`src/rtl/and_d6_slice.sv`:
```
// Four-lane, six-input AND slice for the fractcam match path, with any-hit
// flag and lowest-hit lane index for the downstream priority encoder.
module and_d6_slice #(
    parameter int W       = 4,
    parameter bit REG_OUT = 1'b1
) (
    input  logic         clk,
    input  logic         rst_n,
    input  logic         in_valid,
    input  logic [W-1:0] a,
    input  logic [W-1:0] b,
    input  logic [W-1:0] c,
    input  logic [W-1:0] d,
    input  logic [W-1:0] e,
    input  logic [W-1:0] f,
    output logic [W-1:0] o,
    output logic         out_valid,
    output logic         hit,
    output logic [1:0]   hit_idx
);

    if (W != 4) begin : g_bad_width
        $error("and_d6_slice: W must be 4, got %0d", W);
    end

    logic [W-1:0] w_m;
    logic         w_hit;
    logic [1:0]   w_idx;

    // Each lane sees exactly six inputs so it fits one 6-input LUT.
    assign w_m   = a & b & c & d & e & f;
    assign w_hit = |w_m;

    // Scan from the top lane down so the lowest set lane wins.
    always_comb begin
        w_idx = 2'd0;
        for (int i = W - 1; i >= 0; i--) begin
            if (w_m[i]) begin
                w_idx = 2'(i);
            end
        end
    end

    // Valid-only stream: no ready/backpressure, one result per cycle. Data
    // loads every cycle; consumers must qualify o/hit/hit_idx with out_valid.
    if (REG_OUT) begin : g_reg
        logic [W-1:0] r_o;
        logic         r_valid;
        logic         r_hit;
        logic [1:0]   r_idx;

        always_ff @(posedge clk or negedge rst_n) begin
            if (!rst_n) begin
                r_o     <= '0;
                r_valid <= 1'b0;
                r_hit   <= 1'b0;
                r_idx   <= 2'd0;
            end else begin
                r_o     <= w_m;
                r_valid <= in_valid;
                r_hit   <= w_hit;
                r_idx   <= w_idx;
            end
        end

        assign o         = r_o;
        assign out_valid = r_valid;
        assign hit       = r_hit;
        assign hit_idx   = r_idx;
    end else begin : g_comb
        logic w_unused;
        assign w_unused  = clk ^ rst_n;
        assign o         = w_m;
        assign out_valid = in_valid;
        assign hit       = w_hit;
        assign hit_idx   = w_idx;
    end

endmodule

```
`config.mk`:
```
export PLATFORM = sky130hd
export DESIGN_NAME = and_d6_slice
export DESIGN_NICKNAME = d
export VERILOG_FILES = /design/src/rtl/and_d6_slice.sv
export SDC_FILE = /design/constraint.sdc
export NUM_CORES = 1
export LEC_CHECK = 0
export ABC_AREA = 1
export BUFFER_PORTS_ARGS = -buffer_cell sky130_fd_sc_hd__buf_2
export CAP_MARGIN = 10
export CORE_AREA = 2 2 39 41
export DETAILED_ROUTE_END_ITERATION = 10
export DIE_AREA = 0 0 41 43
export PLACE_DENSITY_LB_ADDON = 0.05
export RECOVER_POWER = 100
export SLEW_MARGIN = 20
export SYNTH_ARGS = -nofsm -noshare
export SYNTH_HDL_FRONTEND = slang
export SYNTH_SLANG_ARGS = --single-unit
```
`constraint.sdc`:
```
create_clock -name clk -period 0.8 [get_ports clk]
set_input_delay 0.08 -clock clk [delete_from_list [all_inputs] [get_ports clk]]
set_output_delay 0.08 -clock clk [all_outputs]
set_load 0.005 [all_outputs]
```
==> metrics.txt, run 1 <==
Comb pwr share 13.5%; commonest non-fill, non-tap cell in the layout buf_2; Reg clk slew, reported paths 50 ps; DP Wirelength 611 um; Slew headroom 69.1%; Reg power frac 51.8%; Overflow after GRT 0; CP startpoint kind flip-flop; Setup TNS 0 ps; row cnt 14; Critical-path top delay cell dfrtp_1; Die Height 43 um; CTS H-Tree Depth 1; non-filler cells, final 94; measured slew at the worst slew-check pin 460 ps; Buf/Inv on CP 1; core area 1380 sq um; Critical Path RT 720 ps; Avg Inst Size Synth 8.95 sq um; Inst Count DP 89; chip width 41 um; Cell Area, Synth 349 sq um; Min-Delay Path Class in2reg; CP cell instances buf_2; hold_sp e[0]; largest net degree at the start of global routing 9; cells after synthesis 39; Tmin final 794 ps; Setup crit start out_valid; critical-path maximum fanout 1; final setup vio count 0; register area share after synthesis 57.3%; internal power 0.649 mW; final worst slack 6.06 ps; Hold Path Cell Cnt 3; antenna cells 0; layout cells sized above 1 50.0%; Fin Hold WS 116 ps; crit path DAT 710 ps; port buffer count 34; leak pwr 0.375 nW; Boundary Pins 35; CTS sink cnt 8; CTS tree yes; Detail Route Antenna Nets 0; Initial Utilization 25.2%; most frequent cells in the layout buf_2, nand2_1, dfrtp_1, inv_1; placer congestion estimate 0.656; critical path class reg2out; Yosys reg bits 8; Root Buffer clkbuf_4; First-pass DRT Iterations 1; final period utilization 99.2%; antenna violations before repair 0; RSZ-0062 raised after global routing yes; WHS Endpoint o[0]; Power Total 0.803 mW; CTS max path bufs 2; switching power 0.154 mW; Area Growth Syn to Fin 62.4%; Iteration-0 DRC Markers 0; first-pass GRT wire length 1040 um; Warnings, synthesis 0; wire per inst 7.13 um; drc violations 0; Final Hold Viols 0; Post-Syn Nets 66; total CTS buffers 3; Routed WL 670 um; Tot GR Track Use 8.92%; Max Clk Rate 1260 MHz; CP delay by family, top flip-flops; NumNets Final 107; Layout fillers 154; PostCTS Resize Cnt 0; CP peak stage delay 350 ps; crit path capture type output port; Final Max Slew Viols 0; status finished clean; vias in the first global route 306; Max IR drop VDD 0.000412 V; sw frac 19.1%; clock network power share 34.7%; detailed-route via count 351; Die Area 1760 sq um; maxcap violations 0; Power Dens Cells 1420 nW/um^2; vias per cell 3.73; pre-CTS setup slack 66.9 ps; post-synthesis cell type count 12
synth_stat cells (all sizes together):
cell    n  area (sq um)
a21oi   1          5.00
dfrtp   8           200
inv     8          30.0
nand2  14          55.1
nand3   1          5.00
nand4   1          6.26
nor2    4          22.5
nor3    1          16.3
o21ai   1          8.76
registers in the layout (all words and copies together) (netlist names):
name	flops
out_valid	1
hit_idx	2
o	4
hit	1
what timing repair did:
action | 4_1_cts | 5_1_grt
endpoints found under the hold margin | 9 | 0
hold buffers | 2 | 0
setup buffers | 0 | 0
endpoints found under the setup margin | 4 | 8
layer usage:
layer  global-route usage, %  share of wire [%]
met5                       0                  0
met4                    10.0                  0
met3                   0.524                 17
met2                    13.1                 44
met1                    9.93                 39
power groups by stage:
stage	sequential [mW]	combinational [mW]	clock [mW]
2_1_floorplan	0.424	0.0316	0
3_3_place_gp	0.422	0.110	0
3_5_place_dp	0.422	0.110	0
4_1_cts	0.416	0.117	0.292
5_1_grt	0.415	0.126	0.316
6_report	0.416	0.109	0.278
cell type report:
cell class	count	area [sq um]	area share [%]
Inverter	8	30.0	5.30
Clock buffer	3	22.5	3.97
Multi-Input combinational cell	23	105	18.5
Tap cell	16	20.0	3.53
Timing Repair Buffer	36	189	33.3
Sequential cell	8	200	35.3
worst max-delay path by stage:
stage	end	slack (ps)	depth (start not counted)
2_1_floorplan	hit_idx[1]	200	5
3_3_place_gp	hit_idx[1]	70	6
3_5_place_dp	hit_idx[1]	70	6
4_1_cts	out_valid	-8	1
5_1_grt	out_valid	-30	1
6_report	out_valid	6	1
through the flow:
step / utilization (%) / area [sq um]
4_1_cts: 42.0 / 582
5_1_grt: 41.0 / 567
3_5_place_dp: 39.0 / 539
2_1_floorplan: - / 349
6_report: 41.0 / 567
3_3_place_gp: 39.0 / 539
kinds of logic (layout without fill, tap and decap cells):
logic type / after synthesis / count (layout) / synth area share (%)
flops: 8 / 8 / 57.3
simple gates: 21 / 21 / 30.1
buf+inv: 8 / 47 / 8.60
compound gates: 2 / 2 / 3.94
Power figures use the tool's default switching activity.
==> run 2, diff against run 1 <==
--- a/config.mk
+++ b/config.mk
@@ -11,7 +11,7 @@
 export CORE_AREA = 2 2 39 41
 export DETAILED_ROUTE_END_ITERATION = 10
 export DIE_AREA = 0 0 41 43
-export PLACE_DENSITY_LB_ADDON = 0.05
+export PLACE_DENSITY = 0.71
 export RECOVER_POWER = 100
 export SLEW_MARGIN = 20
 export SYNTH_ARGS = -nofsm -noshare
==> metrics.txt, run 2 (synthesis gave the netlist of run 1 again) <==
Die Height 43 um (unchanged); WHS Endpoint o[0] (unchanged); antenna cells 0 (unchanged); Overflow after GRT 0 (unchanged); Detail Route Antenna Nets 0 (unchanged); CTS max path bufs 2 (unchanged); RSZ-0062 raised after global routing yes (unchanged); CTS H-Tree Depth 1 (unchanged); CP peak stage delay 360 ps (was 350 ps); Area Growth Syn to Fin 62.4% (unchanged); Critical-path top delay cell dfrtp_1 (unchanged); first-pass GRT wire length 1060 um (was 1040 um); Boundary Pins 35 (unchanged); chip width 41 um (unchanged); final worst slack -7.18 ps (was 6.06 ps); Initial Utilization 25.2% (unchanged); NumNets Final 107 (unchanged); Tot GR Track Use 9.41% (was 8.92%); max reg flops 4 (unchanged); CTS sink cnt 8 (unchanged); critical path class reg2out (unchanged); crit path capture type output port (unchanged); placer congestion estimate 0.590 (was 0.656); total CTS buffers 3 (unchanged); Layout fillers 146 (was 154); layout cells sized above 1 50.0% (unchanged); final setup vio count 2 (was 0); First-pass DRT Iterations 2 (was 1); detailed-route via count 365 (was 351); Power Dens Cells 1440 nW/um^2 (was 1420 nW/um^2); core area 1380 sq um (unchanged); CP startpoint kind flip-flop (unchanged); pre-CTS setup slack 63.8 ps (was 66.9 ps); Max IR drop VDD 0.000380 V (was 0.000412 V); Die Area 1760 sq um (unchanged); Max Clk Rate 1240 MHz (was 1260 MHz); Min-Delay Path Class in2reg (unchanged); status complete, but fails checks (was finished clean); crit path DAT 730 ps (was 710 ps); maxcap violations 0 (unchanged); leak pwr 0.375 nW (unchanged); port buffer count 34 (unchanged); Final Hold Viols 0 (unchanged); Routed WL 703 um (was 670 um); Iteration-0 DRC Markers 1 (was 0); Buf/Inv on CP 1 (unchanged); CTS tree yes (unchanged); Tmin final 807 ps (was 794 ps); vias per cell 3.88 (was 3.73); antenna violations before repair 0 (unchanged); commonest non-fill, non-tap cell in the layout buf_2 (unchanged); Root Buffer clkbuf_4 (unchanged); critical-path maximum fanout 1 (unchanged); failing checks setup timing; Slew headroom 72.5% (was 69.1%); CP delay by family, top flip-flops (unchanged); row cnt 14 (unchanged); Critical Path RT 720 ps (about the same); Hold Path Cell Cnt 3 (unchanged); hold_sp e[0] (unchanged); Reg clk slew, reported paths 50 ps (about the same); CP cell instances buf_2 (unchanged); final period utilization 101% (was 99.2%); measured slew at the worst slew-check pin 410 ps (was 460 ps); largest net degree at the start of global routing 9 (unchanged); wire per inst 7.48 um (was 7.13 um); vias in the first global route 300 (was 306); PostCTS Resize Cnt 0 (unchanged); drc violations 0 (unchanged); most frequent cells in the layout buf_2, nand2_1, dfrtp_1, inv_1 (unchanged); Final Max Slew Viols 0 (unchanged); Setup TNS -13.1 ps (was 0 ps)
==> run 2: cell type report <==
type | count | area (sq um) | share of cell area [%]
sequential | 8 | 200 | 35.3
timing repair buffer | 36 | 189 | 33.3
multi-input combinational | 23 | 105 | 18.5
inverter | 8 | 30.0 | 5.30
clock buffer | 3 | 22.5 | 3.97
tap | 16 | 20.0 | 3.53
==> run 2: worst max path at each step <==
stage	end	from	cells after the start	slack, ps
5_1_grt	o[0]	o[0]	1	-30
3_3_place_gp	hit_idx[1]	a[0]	6	100
3_5_place_dp	hit_idx[1]	a[0]	6	60
2_1_floorplan	hit_idx[1]	a[0]	5	200
4_1_cts	hit_idx[0]	hit_idx[0]	1	-20
6_report	hit_idx[0]	hit_idx[0]	1	-7
==> run 2: what timing repair did <==
item / in CTS / in global routing
buffers inserted: 0 / 0
hold buffers: 2 / 0
pin swaps: 0 / 0
hold endpoints to repair: 9 / 0
setup endpoints to repair: 7 / 8
==> run 2: metal layers <==
layer  vias up  wire [um]  GRT usage, %
li1        193          -             -
met1       145        259          9.57
met2        24        343          13.4
met3         3         69             0
met4         0         31          14.0
met5         -          0             0
==> run 2: report_power, final <==
part | internal [mW] | leakage, nW | switching (mW)
sequential | 0.414 | 0.109 | 0.00161
combinational | 0.0655 | 0.253 | 0.0438
clock | 0.171 | 0.0138 | 0.122
==> run 2: through the flow <==
step	hold slack (ps)	cell area, sq um	util, %	total power, mW	std cells
after floorplan	-216	349	-	0.455	39
after global placement	-80.0	539	39.0	0.528	89
after detailed placement	-78.1	539	39.0	0.533	89
after CTS	104	582	42.0	0.836	94
after global routing	126	567	41.0	0.858	94
final	91.2	567	41.0	0.817	94
==> run 3, diff against run 2 <==
--- a/config.mk
+++ b/config.mk
@@ -11,9 +11,8 @@
 export CORE_AREA = 2 2 39 41
 export DETAILED_ROUTE_END_ITERATION = 10
 export DIE_AREA = 0 0 41 43
-export PLACE_DENSITY = 0.71
 export RECOVER_POWER = 100
-export SLEW_MARGIN = 20
+export SLEW_MARGIN = 0
 export SYNTH_ARGS = -nofsm -noshare
 export SYNTH_HDL_FRONTEND = slang
 export SYNTH_SLANG_ARGS = --single-unit
==> metrics.txt, run 3 (synthesis gave the netlist of run 1 again) <==
Critical Path RT 720 ps (about the same); First-pass DRT Iterations 2 (unchanged); critical-path maximum fanout 1 (unchanged); layout cells sized above 1 50.0% (unchanged); status complete, but fails checks (unchanged); vias in the first global route 316 (was 300); NumNets Final 107 (unchanged); Slew headroom 73.3% (was 72.5%); commonest non-fill, non-tap cell in the layout buf_2 (unchanged); RSZ-0062 raised after global routing yes (unchanged); measured slew at the worst slew-check pin 398 ps (was 410 ps); hold_sp e[0] (unchanged); Critical-path top delay cell dfrtp_1 (unchanged); Boundary Pins 35 (unchanged); Tmin final 801 ps (was 807 ps); failing checks setup timing (unchanged); leak pwr 0.375 nW (unchanged); Die Height 43 um (unchanged); port buffer count 34 (unchanged); CP startpoint kind flip-flop (unchanged); crit path DAT 720 ps (was 730 ps); final setup vio count 1 (was 2); Power Total 0.813 mW (was 0.817 mW); Max Clk Rate 1250 MHz (was 1240 MHz); GR Layer Usage met3 3.14% (was 0%); crit path capture type output port (unchanged); Root Buffer clkbuf_4 (unchanged); Finished Cell Area 567 sq um (unchanged); Routed WL 670 um (was 703 um); CP peak stage delay 360 ps (about the same); GR Util met1 8.94% (was 9.57%); antenna violations before repair 0 (unchanged); Hold Path Cell Cnt 3 (unchanged); dpl cell area 539 sq um (unchanged); Power Dens Cells 1430 nW/um^2 (was 1440 nW/um^2); Max IR drop VDD 0.000426 V (was 0.000380 V); Area Growth Syn to Fin 62.4% (unchanged); first-pass GRT wire length 1080 um (was 1060 um); PostCTS Resize Cnt 0 (unchanged); GR met2 Demand/Resource 14.7% (was 13.4%); maxcap violations 0 (unchanged); Post-CTS Setup Inserts 0 (unchanged); Final Max Slew Viols 0 (unchanged); Tot GR Track Use 9.32% (was 9.41%); row cnt 14 (unchanged); CP delay by family, top flip-flops (unchanged); Final Hold Viols 0 (unchanged); chip width 41 um (unchanged); most utilized layer in the global route result met2 (was met4); Initial Utilization 25.2% (unchanged); Detail Route Antenna Nets 0 (unchanged); Iteration-0 DRC Markers 1 (unchanged); final worst slack -0.621 ps (was -7.18 ps); detailed-route via count 349 (was 365); CTS max path bufs 2 (unchanged); final period utilization 100% (was 101%); critical path class reg2out (unchanged); Reg clk slew, reported paths 50 ps (about the same); placer congestion estimate 0.601 (was 0.590); CTS tree yes (unchanged); max reg flops 4 (unchanged); drc violations 0 (unchanged); DP Wirelength 600 um; CTS sink cnt 8 (unchanged); Die Area 1760 sq um (unchanged); most frequent cells in the layout buf_2, nand2_1, dfrtp_1, inv_1 (unchanged); wire per inst 7.13 um (was 7.48 um); WHS Endpoint o[0] (unchanged); antenna cells 0 (unchanged); Buf/Inv on CP 1 (unchanged); total CTS buffers 3 (unchanged); core area 1380 sq um (unchanged); largest net degree at the start of global routing 9 (unchanged); Min-Delay Path Class in2reg (unchanged); Overflow after GRT 0 (unchanged); CP Depth 1 (unchanged); CTS H-Tree Depth 1 (unchanged); vias per cell 3.71 (was 3.88); CP cell instances buf_2 (unchanged)
-- run 3: cell counts in the layout (fill, tap and decap cells not counted) --
Identical to the previous run, type by type.
-- run 3: worst max-delay path by stage --
stage	endpoint	from	slack [ps]
2_1_floorplan	hit_idx[1]	a[0]	200
3_3_place_gp	hit_idx[0]	a[1]	90
3_5_place_dp	hit_idx[1]	a[0]	80
4_1_cts	o[2]	o[2]	-8
5_1_grt	out_valid	out_valid	-40
6_report	o[2]	o[2]	-0.6
-- run 3: what timing repair did --
action,4_1_cts,5_1_grt
hold endpoints to repair,9,0
hold buffers,2,0
setup endpoints to repair,6,8
cloned,0,0
-- run 3: layer usage --
metal	up-vias	part of all wire [%]
met2	22	49
met5	-	0
met1	133	37
li1	194	-
met4	0	0
met3	0	14
-- run 3: power by group --
part | internal, mW | switching (mW)
registers | 0.414 | 0.00155
clock network | 0.170 | 0.119
logic | 0.0654 | 0.0435
-- run 3: stage by stage --
stage / worst slack (ps) / hold WS [ps] / utilization, % / cells / TNS, ps
final: -0.621 / 94.5 / 41.0 / 94 / -0.621
after global routing: -39.9 / 102 / 41.0 / 94 / -221
after CTS: -7.58 / 106 / 42.0 / 94 / -23.8
after detailed placement: 80.3 / -70.9 / 39.0 / 89 / 0
after global placement: 93.5 / -75.9 / 39.0 / 89 / 0
after floorplan: 200 / -216 / - / 39 / 0
-- run 3: cell type report --
class,count,area [sq um]
clock buffers,3,22.5
fillers,144,817
inverters,8,30.0
multi-input cells,23,105
flip-flops and latches,8,200
well taps,16,20.0
repair buffers,36,189
